## config.mk

```make
export PLATFORM = sky130hd
export DESIGN_NAME = adpcm_main_mul_pipe_sgn
export DESIGN_NICKNAME = d
export VERILOG_FILES = /design/src/rtl/adpcm_mul_pkg.sv /design/src/rtl/adpcm_main_mul_pipe_sgn_core.sv /design/src/rtl/adpcm_main_mul_pipe_sgn.sv
export SDC_FILE = /design/constraint.sdc
export NUM_CORES = 1
export LEC_CHECK = 0
export BUFFER_PORTS_ARGS = -buffer_cell sky130_fd_sc_hd__buf_4
export CAP_MARGIN = 15
export CORE_ASPECT_RATIO = 0.7
export CORE_MARGIN = 2
export CORE_UTILIZATION = 54
export CTS_CLUSTER_DIAMETER = 80
export DETAILED_ROUTE_END_ITERATION = 10
export PLACE_DENSITY = 0.74
export RECOVER_POWER = 100
export SYNTH_ARGS = -nofsm -noshare
export SYNTH_HDL_FRONTEND = slang
export SYNTH_SLANG_ARGS = --single-unit
export TNS_END_PERCENT = 5
```

## constraint.sdc

```tcl
create_clock -name clk -period 14.2 [get_ports clk]
set_input_delay 1.42 -clock clk [delete_from_list [all_inputs] [get_ports clk]]
set_output_delay 1.42 -clock clk [all_outputs]
set_load 0.01 [all_outputs]
```

## src/rtl/adpcm_mul_pkg.sv

```systemverilog
// rtl/adpcm_mul_pkg.sv - shared constants and helpers for the ADPCM pipelined multiplier
package adpcm_mul_pkg;

    localparam logic [1:0] MODE_UU = 2'b00;
    localparam logic [1:0] MODE_SU = 2'b01;
    localparam logic [1:0] MODE_US = 2'b10;
    localparam logic [1:0] MODE_SS = 2'b11;

    localparam int MUL_MAX_STAGE = 8;

    // Exact product width of two operands after each gains one extension bit.
    function automatic int prod_width(input int a, input int b);
        return a + b + 2;
    endfunction

endpackage

```

## src/rtl/adpcm_main_mul_pipe_sgn_core.sv

```systemverilog
// rtl/adpcm_main_mul_pipe_sgn_core.sv - combinational signed multiplier kept apart for DSP inference
module adpcm_main_mul_pipe_sgn_core #(
    parameter int A_W = 16,
    parameter int B_W = 12
) (
    input  logic signed [A_W-1:0]     a_i,
    input  logic signed [B_W-1:0]     b_i,
    output logic signed [A_W+B_W-1:0] p_o
);

    localparam int P_W = A_W + B_W;

    logic signed [P_W-1:0] a_w;
    logic signed [P_W-1:0] b_w;

    assign a_w = a_i;
    assign b_w = b_i;
    assign p_o = a_w * b_w;

endmodule

```

## src/rtl/adpcm_main_mul_pipe_sgn.sv

```systemverilog
// rtl/adpcm_main_mul_pipe_sgn.sv - pipelined mode-selectable multiplier with valid tagging and clock enable
module adpcm_main_mul_pipe_sgn
    import adpcm_mul_pkg::*;
#(
    parameter int ID         = 1,
    parameter int NUM_STAGE  = 3,
    parameter int din0_WIDTH = 15,
    parameter int din1_WIDTH = 11,
    parameter int dout_WIDTH = 27
) (
    input  logic                  clk,
    input  logic                  reset,
    input  logic                  ce,
    input  logic                  in_vld,
    input  logic [1:0]            mode,
    input  logic [din0_WIDTH-1:0] din0,
    input  logic [din1_WIDTH-1:0] din1,
    output logic [dout_WIDTH-1:0] dout,
    output logic                  out_vld
);

    localparam int PW        = prod_width(din0_WIDTH, din1_WIDTH);
    localparam int unused_id = ID;

    logic                         a_sgn;
    logic                         b_sgn;
    logic signed [din0_WIDTH:0]   a_ext;
    logic signed [din1_WIDTH:0]   b_ext;
    logic signed [din0_WIDTH:0]   a_mul;
    logic signed [din1_WIDTH:0]   b_mul;
    logic                         mul_vld;
    logic signed [PW-1:0]         prod;
    logic [PW-1:0]                fin_prod;
    logic                         fin_vld;
    logic [dout_WIDTH-1:0]        dout_d;
    logic [dout_WIDTH-1:0]        dout_q;
    logic                         out_vld_q;

    assign a_sgn = (mode == MODE_SU) || (mode == MODE_SS);
    assign b_sgn = (mode == MODE_US) || (mode == MODE_SS);
    assign a_ext = {a_sgn & din0[din0_WIDTH-1], din0};
    assign b_ext = {b_sgn & din1[din1_WIDTH-1], din1};

    // A single-stage pipe multiplies straight from the ports into the output register.
    generate
        if (NUM_STAGE == 1) begin : g_comb
            assign a_mul   = a_ext;
            assign b_mul   = b_ext;
            assign mul_vld = in_vld;
        end else begin : g_s1
            logic signed [din0_WIDTH:0] a_q;
            logic signed [din1_WIDTH:0] b_q;
            logic                       s1_vld_q;

            always_ff @(posedge clk) begin
                if (reset) begin
                    s1_vld_q <= 1'b0;
                    a_q      <= '0;
                    b_q      <= '0;
                end else if (ce) begin
                    s1_vld_q <= in_vld;
                    if (in_vld) begin
                        a_q <= a_ext;
                        b_q <= b_ext;
                    end
                end
            end

            assign a_mul   = a_q;
            assign b_mul   = b_q;
            assign mul_vld = s1_vld_q;
        end
    endgenerate

    adpcm_main_mul_pipe_sgn_core #(
        .A_W (din0_WIDTH + 1),
        .B_W (din1_WIDTH + 1)
    ) u_core (
        .a_i (a_mul),
        .b_i (b_mul),
        .p_o (prod)
    );

    generate
        if (NUM_STAGE > 2) begin : g_mid
            localparam int MID = NUM_STAGE - 2;

            logic [PW-1:0]  mid_q [MID];
            logic [MID-1:0] mid_vld_q;

            always_ff @(posedge clk) begin
                if (reset) begin
                    mid_vld_q <= '0;
                    for (int i = 0; i < MID; i++) begin
                        mid_q[i] <= '0;
                    end
                end else if (ce) begin
                    mid_vld_q[0] <= mul_vld;
                    mid_q[0]     <= prod;
                    for (int i = 1; i < MID; i++) begin
                        mid_vld_q[i] <= mid_vld_q[i-1];
                        mid_q[i]     <= mid_q[i-1];
                    end
                end
            end

            assign fin_vld  = mid_vld_q[MID-1];
            assign fin_prod = mid_q[MID-1];
        end else begin : g_nomid
            assign fin_vld  = mul_vld;
            assign fin_prod = prod;
        end
    endgenerate

    // Narrow outputs wrap; wide outputs sign-extend the exact product.
    generate
        if (dout_WIDTH <= PW) begin : g_trunc
            assign dout_d = fin_prod[dout_WIDTH-1:0];
            if (dout_WIDTH < PW) begin : g_hi
                logic unused_hi;
                assign unused_hi = ^fin_prod[PW-1:dout_WIDTH];
            end
        end else begin : g_sext
            assign dout_d = {{(dout_WIDTH - PW){fin_prod[PW-1]}}, fin_prod};
        end
    endgenerate

    // Bubble slots leave dout untouched so the last product stays visible.
    always_ff @(posedge clk) begin
        if (reset) begin
            out_vld_q <= 1'b0;
            dout_q    <= '0;
        end else if (ce) begin
            out_vld_q <= fin_vld;
            if (fin_vld) begin
                dout_q <= dout_d;
            end
        end
    end

    assign dout    = dout_q;
    assign out_vld = out_vld_q;

endmodule

```

==> impl_metrics.py <==
metrics = {
    "outcome": {
        "status": "finished with violations",
        "violations": "max-capacitance violations, max-slew violations",
    },
    "power": {
        "p_per_area_mw_per_mm2": 57.26,
        "power_mw": 0.5973,
        "p_leak_nw": 4.917,
        "vdd_drop_max_v": 0.00006086,
    },
    "clocking": {
        "clk_path_buf_depth": 2,
        "cts_tree": "done",
        "ctsHoldBuffers": 0,
        "cts-resized-gates": 0,
        "root_buffer": "clkbuf_16",
        "cts_made_buffers": 9,
        "htree_levels": 3,
        "insertion_delay_ns": 0.36,
        "clkTransAtPathRegs_ns": 0.08,
        "cts_sinks": 85,
        "post-cts-setup-buffers": 0,
    },
    "placed_design": {
        "io_buffers": 59,
        "dp_hpwl_mm": 16.88,
        "dp_cells": 1333,
        "gp_congestion": 0.8577,
        "placedInstanceArea_sq_mm": 0.01027,
    },
    "cells_and_area": {
        "area_growth_pct": 7.215,
        "drive_gt1_share_pct": 4.223,
        "mostFrequentLayoutCell": "nand2_1",
        "nets": 1371,
        "layout_common_cells": "233 x nand2_1, 206 x inv_1, 174 x fa_1",
        "fin_area_sq_mm": 0.01043,
        "stdcell_count": 1349,
        "n_antenna_cell": 0,
    },
    "synthesis": {
        "synth_area_leader_cell": "fa_1",
        "ys_seq_area_share_pct": 20.27,
        "synth_area_sq_mm": 0.009729,
        "ys_ff_latch": 85,
        "synth.avg_cell_area_sq_um": 8.910,
        "synth.distinct_cells": 41,
        "synth_top_area_share_pct": 35.80,
        "syn_nets": 1355,
        "synth_cells": 1092,
        "yosysWarnings": 0,
        "ys_top_cells_by_area": "fa_1 36%, dfxtp_1 12%, nand2_1 9.0%, edfxtp_1 8.3%, inv_1 7.9%",
    },
    "routing": {
        "wl_per_cell_um": 16.34,
        "drcViolationCount": 0,
        "drt_iter0_drc": 415,
        "first_pass_iters": 4,
        "wirelength_mm": 22.04,
        "drt-vias-per-instance": 5.321,
        "routed-via-count": 7178,
        "antenna_left": 0,
    },
    "critical_path": {
        "crit_slowest_cell": "dfxtp_1",
        "cp_cell_sequence": "nand2_1, fa_1, fa_1, fa_1, inv_1, fa_1, inv_1, fa_1, inv_1, ha_1, o21a_1, o31a_1, o41ai_1, o21ai_0, a21boi_0, mux2i_1",
        "cpLargestDelayFamily": "adder cells",
        "cp_common_cell": "fa_1",
        "max_stage_delay_ns": 0.92,
        "cp-end-kind": "flip-flop",
        "cp.arrival_ns": 6.20,
        "critPathBufInv": 3,
        "startpoint_type": "flip-flop",
        "worst-setup-path-type": "reg2reg",
        "cp_max_fo": 17,
        "cp_data_required_time_ns": 14.30,
    },
    "floorplanning": {
        "num_rows": 41,
        "die_y_um": 116.3,
        "die_w_um": 164.4,
        "die_area_sq_mm": 0.01912,
        "ios": 60,
        "start_util_pct": 54.50,
        "core_sq_mm": 0.01785,
    },
    "timing": {
        "skew_ns": 0.01217,
        "setup_viol": 0,
        "slew_headroom_pct": -85.88,
        "hold_viol_final": 0,
        "fmax_mhz": 163.9,
        "period_share_pct": 42.97,
        "holdWs_ns": 0.4535,
        "rsz0062_at_grt": "false",
        "finalMaxSlewViolations": 90,
        "worstMarginPinSlew_ns": 2.788,
        "setup_tns_ns": 0,
        "layout_min_cycle_time_ns": 6.101,
    },
    "flow_run": {
        "cap_violations": 2,
    },
    "global_route": {
        "grt_pass1_wl_mm": 37.19,
        "grt_usage_pct": 25.39,
        "grt_pass1_vias": 7441,
        "antenna_found_initial": 0,
        "overflow": 0,
        "grt_max_degree": 62,
    },
    "worst_hold_path": {
        "min_path_type": "reg2reg",
    },
}
==> sequential cells by signal, summed over array words and instances, names as in the netlist <==
register / flops
g_mid.mid_q: 27
a_mul: 16
out_vld: 1
b_mul: 12
fin_vld: 1
dout: 27
g_s1.s1_vld_q: 1
==> cell type report <==
| type | instances | area, sq um |
|---|---|---|
| clock buffer | 9 | 225.2 |
| clock inverter | 7 | 57.56 |
| fill | 1646 | 7421 |
| inverter | 206 | 773.2 |
| multi-input combinational | 746 | 6770 |
| sequential | 85 | 1972 |
| tap | 236 | 295.3 |
| timing repair buffer | 60 | 337.8 |
==> logic make-up (layout without fill, tap and decap cells) <==
family	after synthesis	after routing	synth area share, %
simple gates	380	380	17.66
flops	85	85	20.27
buf+inv	261	282	10.07
compound gates	113	113	6.829
mux	5	5	0.5144
fa+ha+maj	231	231	43.13
xor+xnor	17	17	1.530
==> per-layer routing <==
metal	up-vias	part of all wire (%)	routed length (um)	GRT usage, %
li1	3327	-	-	-
met1	3610	45	9894	33.97
met2	205	47	10460	42.57
met3	36	5.7	1249	5.433
met4	0	2.0	438	6.841
met5	-	0	0	0
==> per-stage QoR <==
step	worst slack, ns	util, %
final	8.099	58.43
after global routing	7.804	58.43
after CTS	8.446	59.10
after detailed placement	8.471	57.52
after global placement	8.580	57.52
after floorplan	8.927	-
==> cell usage after synthesis <==
library cell and n:
a311o_1 1, and3_1 6, a211oi_1 3, or3_1 2
nand2b_1 14, nand4_1 2, nor3b_1 1, edfxtp_1 27
o21ai_0 9, a21boi_1 2, xnor2_1 15, and2_1 70
nor3_1 10, nor2b_1 3, a211o_1 1, mux2i_1 5
o21bai_1 1, and4_1 1, nor2_1 26, fa_1 174
o31a_1 1, or2_2 3, clkbuf_1 53, or3b_1 1
a31oi_1 4, buf_1 2, o21a_1 8, ha_1 57
inv_1 206, a21oi_1 67, o21ai_1 2, nand3_1 6
xor2_1 2, nand3b_1 2, o211ai_1 2, a2111oi_0 1
a21o_1 9, nand2_1 233, o41ai_2 1, a221oi_1 1
dfxtp_1 58
==> where the power goes <==
group	internal, mW	switching [mW]	total [mW]
Sequential	0.260	0.0199	0.280
Clock	0.121	0.115	0.237
Combinational	0.0336	0.0471	0.0807
Total	0.415	0.182	0.597
==> worst min-delay path: cells and delay by family (launching register included) <==
| kind | cells | cell delay, ns |
|---|---|---|
| compound gates | 1 | 0.05 |
| flops | 1 | 0.31 |
| simple gates | 1 | 0.05 |
==> final timing paths <==
| path | start | end | slack [ns] | depth (start not counted) |
|---|---|---|---|---|
| worst min-delay path | dout[1] | dout[1] | 0.45 | 2 |
| worst max register to register | b_mul[4] | g_mid.mid_q[0][23] | 8.10 | 16 |
| worst min register to register | dout[1] | dout[1] | 0.45 | 2 |
| worst max-delay path | b_mul[4] | g_mid.mid_q[0][23] | 8.10 | 16 |
Power figures use the tool's default switching activity.
